===== config.mk =====
export PLATFORM = sky130hd
export DESIGN_NAME = fp32_accum
export DESIGN_NICKNAME = d
export VERILOG_FILES = /design/src/rtl/fp32_accum_pkg.sv /design/src/rtl/fp32_accum_add.sv /design/src/rtl/fp32_accum.sv
export SDC_FILE = /design/constraint.sdc
export NUM_CORES = 1
export LEC_CHECK = 0
export ABC_AREA = 1
export CAP_MARGIN = 15
export CORE_ASPECT_RATIO = 0.9
export CORE_MARGIN = 2
export CORE_UTILIZATION = 60
export CTS_BUF_LIST = sky130_fd_sc_hd__clkbuf_8 sky130_fd_sc_hd__clkbuf_16
export DETAILED_ROUTE_END_ITERATION = 8
export GPL_TIMING_DRIVEN = 1
export PLACE_DENSITY = 0.82
export SYNTH_ARGS = -nofsm -noshare
export SYNTH_HDL_FRONTEND = slang
export SYNTH_SLANG_ARGS = --single-unit

===== constraint.sdc =====
create_clock -name clk -period 16.15 [get_ports clk]
set_input_delay 4.845 -clock clk [delete_from_list [all_inputs] [get_ports clk]]
set_output_delay 4.845 -clock clk [all_outputs]
set_load 0.01 [all_outputs]

===== src/rtl/fp32_accum_pkg.sv =====
// Shared fp32 constants, helpers and accumulator state encoding.
package fp32_accum_pkg;

  localparam logic [31:0] FP32_POS_ZERO = 32'h0000_0000;
  localparam logic [31:0] FP32_QNAN     = 32'h7FC0_0000;
  localparam logic [7:0]  FP32_EXP_MAX  = 8'hFF;

  typedef enum logic {
    ACCUM = 1'b0,
    HOLD  = 1'b1
  } acc_state_e;

  function automatic logic fp_is_nan(input logic [31:0] x);
    return (x[30:23] == FP32_EXP_MAX) && (x[22:0] != 23'd0);
  endfunction

  function automatic logic fp_is_inf(input logic [31:0] x);
    return (x[30:23] == FP32_EXP_MAX) && (x[22:0] == 23'd0);
  endfunction

  function automatic logic fp_is_zero(input logic [31:0] x);
    return x[30:23] == 8'd0;
  endfunction

endpackage


===== src/rtl/fp32_accum_add.sv =====
// Combinational fp32 adder: truncating alignment, no left renormalisation,
// subnormal inputs treated as zero, canonical quiet NaN on invalid results.
module fpADD32
  import fp32_accum_pkg::*;
(
  input  logic [31:0] A,
  input  logic [31:0] B,
  output logic [31:0] S
);

  logic        swap;
  logic [31:0] big;
  logic [31:0] sml;
  logic [7:0]  ediff;
  logic [24:0] mbig;
  logic [24:0] msml;
  logic [24:0] mshf;
  logic [24:0] msum;
  logic        same;

  always_comb begin
    swap  = B[30:0] > A[30:0];
    big   = swap ? B : A;
    sml   = swap ? A : B;
    same  = big[31] == sml[31];
    ediff = big[30:23] - sml[30:23];
    mbig  = {2'b01, big[22:0]};
    msml  = {2'b01, sml[22:0]};
    mshf  = msml >> ediff;
    msum  = same ? (mbig + mshf) : (mbig - mshf);
  end

  always_comb begin
    S = FP32_POS_ZERO;
    if (fp_is_nan(A) || fp_is_nan(B)) begin
      S = FP32_QNAN;
    end else if (fp_is_inf(A) && fp_is_inf(B)) begin
      S = (A[31] == B[31]) ? A : FP32_QNAN;
    end else if (fp_is_inf(A)) begin
      S = A;
    end else if (fp_is_inf(B)) begin
      S = B;
    end else if (fp_is_zero(A)) begin
      S = B;
    end else if (fp_is_zero(B)) begin
      S = A;
    end else if (msum == 25'd0) begin
      S = FP32_POS_ZERO;
    end else if (msum[24]) begin
      // carry out: shift right once, saturating to infinity at the top
      if (big[30:23] == FP32_EXP_MAX - 8'd1) begin
        S = {big[31], FP32_EXP_MAX, 23'd0};
      end else begin
        S = {big[31], big[30:23] + 8'd1, msum[23:1]};
      end
    end else begin
      S = {big[31], big[30:23], msum[22:0]};
    end
  end

endmodule


===== src/rtl/fp32_accum.sv =====
// Groups up to LEN fp32 terms into one running sum and holds the result
// until the consumer takes it.
module fp32_accum
  import fp32_accum_pkg::*;
#(
  parameter int LEN = 4
) (
  input  logic        clk,
  input  logic        rst,
  input  logic        clear,
  input  logic        in_valid,
  output logic        in_ready,
  input  logic [31:0] in_data,
  input  logic        in_last,
  output logic        out_valid,
  input  logic        out_ready,
  output logic [31:0] out_data,
  output logic [7:0]  out_cnt,
  output logic        out_special
);

  localparam logic [7:0] LAST_CNT = 8'(LEN - 1);

  acc_state_e  state_q, state_d;
  logic [31:0] acc_q, acc_d;
  logic [7:0]  cnt_q, cnt_d;
  logic        flag_q, flag_d;
  logic        live_q, live_d;
  logic [31:0] out_data_q, out_data_d;
  logic [7:0]  out_cnt_q, out_cnt_d;
  logic        out_special_q, out_special_d;

  logic [31:0] sum;
  logic        accept;
  logic        close;
  logic        flag_nx;

  fpADD32 u_add (
    .A (acc_q),
    .B (in_data),
    .S (sum)
  );

  // live_q keeps in_ready low until the first edge after reset release
  assign in_ready    = live_q && (state_q == ACCUM);
  assign out_valid   = (state_q == HOLD);
  assign out_data    = out_data_q;
  assign out_cnt     = out_cnt_q;
  assign out_special = out_special_q;

  always_comb begin
    accept        = in_valid & in_ready;
    close         = in_last | (cnt_q == LAST_CNT);
    flag_nx       = flag_q | (sum[30:23] == FP32_EXP_MAX);
    live_d        = 1'b1;
    state_d       = state_q;
    acc_d         = acc_q;
    cnt_d         = cnt_q;
    flag_d        = flag_q;
    out_data_d    = out_data_q;
    out_cnt_d     = out_cnt_q;
    out_special_d = out_special_q;
    if (clear) begin
      state_d = ACCUM;
      acc_d   = FP32_POS_ZERO;
      cnt_d   = 8'd0;
      flag_d  = 1'b0;
    end else begin
      unique case (state_q)
        ACCUM: begin
          if (accept) begin
            acc_d  = sum;
            cnt_d  = cnt_q + 8'd1;
            flag_d = flag_nx;
            if (close) begin
              state_d       = HOLD;
              out_data_d    = sum;
              out_cnt_d     = cnt_q + 8'd1;
              out_special_d = flag_nx;
            end
          end
        end
        HOLD: begin
          if (out_ready) begin
            state_d = ACCUM;
            acc_d   = FP32_POS_ZERO;
            cnt_d   = 8'd0;
            flag_d  = 1'b0;
          end
        end
        default: state_d = ACCUM;
      endcase
    end
  end

  always_ff @(posedge clk or posedge rst) begin
    if (rst) begin
      state_q       <= ACCUM;
      acc_q         <= FP32_POS_ZERO;
      cnt_q         <= 8'd0;
      flag_q        <= 1'b0;
      live_q        <= 1'b0;
      out_data_q    <= FP32_POS_ZERO;
      out_cnt_q     <= 8'd0;
      out_special_q <= 1'b0;
    end else begin
      state_q       <= state_d;
      acc_q         <= acc_d;
      cnt_q         <= cnt_d;
      flag_q        <= flag_d;
      live_q        <= live_d;
      out_data_q    <= out_data_d;
      out_cnt_q     <= out_cnt_d;
      out_special_q <= out_special_d;
    end
  end

endmodule


==> results by group, run 1 <==
Status
  • Outcome: finished clean

Finish
  • Footprint of the multi-input gates: 6490 sq um
  • Share of layout cells above drive strength 1: 0.0504
  • Diodes inserted: 0
  • Fill count: 1512
  • Final Core Density: 0.669
  • Seq. cell area: 2100 sq um
  • # nets final: 1662
  • Cell area after layout: 10700 sq um
  • Area delta synth->final: 10.5%

Synthesis
  • Instance count of the mapped netlist: 1534
  • Area contributors post-synth: dfrtp_1 (22%), nand2_1 (16%), nand3_1 (9.0%), ha_1 (7.8%), inv_1 (6.4%)
  • Leading area contributor after synthesis: dfrtp_1
  • Synth unique cells: 49
  • Cell Area, Synth: 9670 sq um
  • Number of synthesized register bits: 84
  • Synth top area share: 0.217
  • Synthesized Nets: 1633
  • Syn Area/Cell: 6.30 sq um
  • Synthesis Warnings: 0
  • Post-synthesis sequential area ratio: 0.217

Worst setup path
  • Worst EP required: 16.41 ns
  • Worst setup SP type: primary input
  • Critical path arrival: 15.06 ns
  • Worst path slowest cell: ha_1
  • FF-to-FF Start: acc_q[23]
  • Cell repeated most along the worst path: nand2_1
  • Path depth of the worst reg2reg path: 61
  • CP delay by family, top: simple AND/OR/NAND/NOR gates
  • Critical Path Sink Type: flop
  • Max FO, Critical Path: 39
  • R2r endpoint: out_data[18]
  • Crit path buffers/inverters: 5
  • R2r setup slk: 5.70 ns
  • Critical path class: primary input to flop
  • Critical Path Max Stage Delay: 0.89 ns

GRT
  • Vias in the first global route: 9866
  • Initial antenna violation count: 0
  • GRT overflow: 0
  • Tot GR Track Use: 0.373
  • Largest net degree at the start of global routing: 70
  • First-pass GRT wire length: 50.6 mm

CTS
  • Clock latency at the later pin of the worst-skew pair: 0.35 ns
  • Clk pin slew, worst setup/hold paths: 0.07 ns
  • # resized after CTS: 0
  • # H-tree levels: 3
  • Cts hold-fix bufs: 0
  • Clock root buffer: clkbuf_16
  • CTS Buf Count: 9
  • CTS tree: done
  • Sink Count: 84
  • Max clock buf depth: 2
  • Setup Fix Bufs, Post-CTS: 0

Hold path
  • Hold Crit Class: flop to flop
  • Hold Path Cell Cnt: 2
  • Hold_sp: out_data[5]
  • Hold Path End: out_data[5]

STA
  • Max Freq: 0.0676 GHz
  • Relative slew margins: 0.239
  • Final Hold Vio Count: 0
  • Post-layout minimum cycle time: 14.80 ns
  • Pins Over Slew Limit: 0
  • Unrepaired setup endpoints after global routing: no
  • Period utilization: 0.917
  • Final WS setup: 1.35 ns
  • Clk_skew: 0.00847 ns
  • Setup TNS: 0 ns
  • Worst Tran Pin Value: 1.14 ns
  • Setup-failing EPs final: 0

Die
  • Die Wd: 138 microns
  • Die area: 17200 sq um
  • Die height: 124 microns
  • Core area: 16000 sq um
  • I/O Pins: 81
  • Initial Util: 0.606
  • # rows: 44

Detailed routing
  • DR vias: 10999
  • Total Wirelength: 32.5 mm
  • Vias/cell: 6.20
  • Starting DRT DRC Count: 1227
  • WL/cell: 18.3 microns
  • First-pass iteration count of the detailed router: 8
  • Drt drc: 0
  • Post-route ant nets: 0

Place
  • Post-DP Area: 10400 sq um
  • Post-place setup slack: 1.26 ns
  • Final Wtd Congestion: 1.02
  • Hpwl dp: 24.9 mm
  • Port buffer count: 80

Flow run
  • MaxCap Viol Count: 0
worst reg2reg max path: cells and delay by family, from the launching register on:
kind,cells,cell delay [ns]
compound gates,14,2.70
fa+ha+maj,3,1.66
buf+inv,5,0.89
flops,1,0.45
simple gates,39,4.64
cells in the mapped netlist, drive strengths merged:
| master | count |
|---|---|
| nand2 | 423 |
| nand3 | 179 |
| o21ai | 172 |
| inv | 170 |
| a21oi | 88 |
| dfrtp | 84 |
| nor2 | 69 |
| nand4 | 62 |
| ha | 60 |
| xor2 | 41 |
| buf | 39 |
| o22ai | 32 |
| clkbuf | 29 |
| o211ai | 16 |
| xnor2 | 16 |
| nor3 | 13 |
| nor4 | 13 |
| dlygate4sd1 | 4 |
| a21o | 3 |
| a31oi | 3 |
| clkinv | 3 |
| or2 | 3 |
| a21boi | 2 |
| a32o | 1 |
| a41oi | 1 |
| and2 | 1 |
| conb | 1 |
| dlygate4sd3 | 1 |
| fa | 1 |
| mux2i | 1 |
| nand3b | 1 |
| o21a | 1 |
| o21bai | 1 |
per-layer routing:
| layer | GRT usage | wire length, microns |
|---|---|---|
| met4 | 0.145 | 1410 |
| met2 | 0.581 | 14600 |
| met1 | 0.508 | 13400 |
| met3 | 0.0749 | 3040 |
| met5 | 0 | 0 |
stage by stage:
step / cells / hold slack [ns]
2_1_floorplan: 1534 / 0.479
3_3_place_gp: 1758 / 0.456
3_5_place_dp: 1758 / 0.477
4_1_cts: 1774 / 0.496
5_1_grt: 1775 / 0.522
6_report: 1775 / 0.491
how the worst max path moves through the flow:
stage                 from      endpoint  depth (start not counted)  slack (ns)
2_1_floorplan  in_data[27]      acc_q[2]                         59        4.14
3_3_place_gp   in_data[23]      acc_q[2]                         60        1.53
3_5_place_dp   in_data[23]      acc_q[2]                         60        1.26
4_1_cts        in_data[23]      acc_q[2]                         60        1.57
5_1_grt        in_data[23]   out_data[6]                         59        0.25
6_report       in_data[23]  out_data[18]                         61        1.35
cell families after synthesis:
kind of cell,count (synthesis),synth area share
simple gates,764,0.359
other cells,1,0.000388
fa+ha+maj,61,0.0797
mux,1,0.00104
buf+inv,246,0.112
xor+xnor,57,0.0532
flops,84,0.217
compound gates,320,0.178
placed cells by master, fill, tap and decap left out, types with 12 or more instances in the layout:
cell | Yosys | final
clkdlybuf4s50_1 | 0 | 80
nor2_1 | 62 | 61
o21ai_1 | 63 | 63
o22ai_1 | 32 | 32
xor2_1 | 41 | 41
a21oi_1 | 87 | 87
o211ai_1 | 16 | 16
nor4_1 | 13 | 13
nand3_1 | 174 | 174
o21ai_0 | 108 | 108
nand4_1 | 60 | 60
dfrtp_1 | 84 | 84
xnor2_1 | 14 | 13
ha_1 | 60 | 60
nor3_1 | 12 | 12
inv_1 | 164 | 163
nand2_2 | 16 | 16
nand2_1 | 402 | 402
flip-flops by register name (all words and copies together), names as in the netlist:
register and cells:
live_q 1, cnt_q 8, out_data 32, out_cnt 8, acc_q 32, flag_q 1, out_special 1, out_valid 1
final cells by class:
class | instances | share of cell area
multi-input cells | 1204 | 0.608
flip-flops and latches | 84 | 0.197
repair buffers | 91 | 0.0845
inverters | 173 | 0.0609
well taps | 207 | 0.0242
clock buffers | 9 | 0.0211
clock inverters | 7 | 0.00468
Power of run 1 is not shown: default switching activity piles up to over one toggle a cycle in this logic, so the estimate is an artifact.
==> run 2: changes to the inputs <==
CELL_PAD_IN_SITES_DETAIL_PLACEMENT = 0   (was unset)
CELL_PAD_IN_SITES_GLOBAL_PLACEMENT = 2   (was unset)
CORE_UTILIZATION = 35   (was 60)
PLACE_DENSITY = unset   (was 0.82)
PLACE_DENSITY_LB_ADDON = 0.1   (was unset)
SLEW_MARGIN = 25   (was unset)
TNS_END_PERCENT = 10   (was unset)
==> run 2 against run 1 <==
  * Sequential share of layout area is 0.38 points lower
  * Non-clock buffer count is 2 higher
  * Register-to-register slack better by 0.10 ns
  * First-iteration DRC count is 25% lower
  * Global-route usage is 12 points lower
  * Hold slack worse by 0.016 ns
  * Cell area is 2.0% higher
  * Die area is 69% higher
  * Fmax is 0.99% higher
  * Worst setup slack better by 0.14 ns
  * Highest routed layer unchanged
==> results by group, run 2 (synthesis gave the netlist of run 1 again) <==
Status
  • Outcome: finished clean

CTS
  • Cts hold-fix bufs: 0 (unchanged)
  • Clk pin slew, worst setup/hold paths: 0.06 ns (about the same)
  • Sink Count: 84 (unchanged)
  • CTS tree: done
  • Setup Fix Bufs, Post-CTS: 0 (unchanged)
  • Clock root buffer: clkbuf_16
  • Max clock buf depth: 2 (unchanged)
  • # H-tree levels: 3 (unchanged)
  • Clock latency at the later pin of the worst-skew pair: 0.35 ns (about the same)
  • # resized after CTS: 0 (unchanged)
  • CTS Buf Count: 9 (unchanged)

Die
  • Core area: 27100 sq um (+70%)
  • Initial Util: 0.357 (-0.249)
  • I/O Pins: 81 (unchanged)
  • Die Wd: 179 microns (+30%)
  • Die area: 29000 sq um (+69%)
  • # rows: 57 (+30%)
  • Die height: 162 microns (+30%)

Finish
  • Share of layout cells above drive strength 1: 0.0516 (+0.00121)
  • Most common cell after layout, fill and taps aside: nand2_1
  • Area delta synth->final: 12.7%
  • Fill count: 3010 (+99%)
  • Most frequent cells in the layout: nand2_1 (402), nand3_1 (174), inv_1 (163)
  • # nets final: 1664 (+0.12%)
  • Diodes inserted: 0 (unchanged)

Detailed routing
  • Starting DRT DRC Count: 923 (-25%)
  • Post-route ant nets: 0 (unchanged)
  • First-pass iteration count of the detailed router: 5 (-3)
  • Drt drc: 0 (unchanged)
  • WL/cell: 18.7 microns (+2.4%)
  • Total Wirelength: 36.0 mm (+11%)
  • DR vias: 10479 (-4.7%)
  • Vias/cell: 5.45 (-12%)

STA
  • Max Freq: 0.0682 GHz (+0.99%)
  • Post-layout minimum cycle time: 14.66 ns (-0.145 ns)
  • Setup-failing EPs final: 0 (unchanged)
  • Final WS setup: 1.49 ns (+0.145 ns)
  • Period utilization: 0.908 (-0.00896)
  • Setup TNS: 0 ns (unchanged)
  • Clk_skew: 0.00905 ns (+0.000584 ns)
  • Relative slew margins: 0.295 (+0.0558)
  • Final Hold Vio Count: 0 (unchanged)
  • Worst Tran Pin Value: 1.05 ns (-0.0922 ns)
  • Unrepaired setup endpoints after global routing: no
  • Pins Over Slew Limit: 0 (unchanged)

Worst setup path
  • Max FO, Critical Path: 39 (unchanged)
  • Critical Path Sink Type: flop
  • Worst EP required: 16.41 ns (about the same)
  • Worst path slowest cell: ha_1
  • Path depth of the worst reg2reg path: 60 (-1.6%)
  • Critical Path Max Stage Delay: 0.92 ns (+0.03 ns)
  • Critical path arrival: 14.91 ns (-0.15 ns)
  • Critical path class: primary input to flop
  • Cell repeated most along the worst path: nand2_1
  • R2r setup slk: 5.80 ns (+0.10 ns)
  • Worst setup SP type: primary input

GRT
  • Vias in the first global route: 9675 (-1.9%)
  • First-pass GRT wire length: 55.8 mm (+10%)
  • Tot GR Track Use: 0.250 (-0.123)
  • Largest net degree at the start of global routing: 80 (+14%)
  • Initial antenna violation count: 0 (unchanged)
  • GRT overflow: 0 (unchanged)

Hold path
  • Hold Path Cell Cnt: 2 (unchanged)
  • Hold Crit Class: flop to flop

Place
  • Post-place setup slack: 1.28 ns (+0.0195 ns)
  • Port buffer count: 80 (unchanged)
  • Hpwl dp: 28.9 mm (+16%)
  • Final Wtd Congestion: 0.879 (-13%)

Flow run
  • MaxCap Viol Count: 0 (unchanged)
==> run 2: per-stage QoR <==
stage,instances,util,cell area [sq um],hold WS (ns)
final,1924,0.402,10900,0.475
after floorplan,1534,-,9670,0.479
after CTS,1924,0.402,10900,0.481
after detailed placement,1908,0.391,10600,0.465
after global routing,1924,0.402,10900,0.521
after global placement,1908,0.391,10600,0.463
==> run 2: worst paths after layout <==
| check | from | to |
|---|---|---|
| setup / recovery | in_data[23] | out_data[18] |
| hold / removal | out_cnt[2] | out_cnt[2] |
| setup reg to reg | acc_q[23] | out_data[18] |
| hold reg to reg | out_cnt[2] | out_cnt[2] |
| max in group asynchronous | rst | out_valid |
| min in group asynchronous | rst | acc_q[10] |
==> run 2: final cells by class <==
class                      instances  area (sq um)  share of cell area
timing repair buffer              93           898              0.0825
multi-input combinational       1204          6500               0.597
tap                              354           443              0.0407
clock inverter                     6          61.3             0.00563
inverter                         173           652              0.0598
clock buffer                      10           239              0.0219
sequential                        84          2100               0.193
==> run 2: worst max-delay path: cells and delay by family <==
kind / cells / cell delay [ns]
compound gates: 14 / 2.67
fa+ha+maj: 3 / 1.66
buf+inv: 4 / 0.84
simple gates: 39 / 4.87
==> run 2: layer usage <==
| layer | vias to the layer above | routed length (microns) | global-route usage | part of all wire |
|---|---|---|---|---|
| met3 | 37 | 1850 | 0.0328 | 0.051 |
| met1 | 4881 | 17000 | 0.355 | 0.47 |
| met5 | - | 0 | 0 | 0 |
| met4 | 0 | 835 | 0.0627 | 0.023 |
| met2 | 313 | 16300 | 0.401 | 0.45 |
| li1 | 5248 | - | - | - |
Power of run 2 is left out for the same reason.
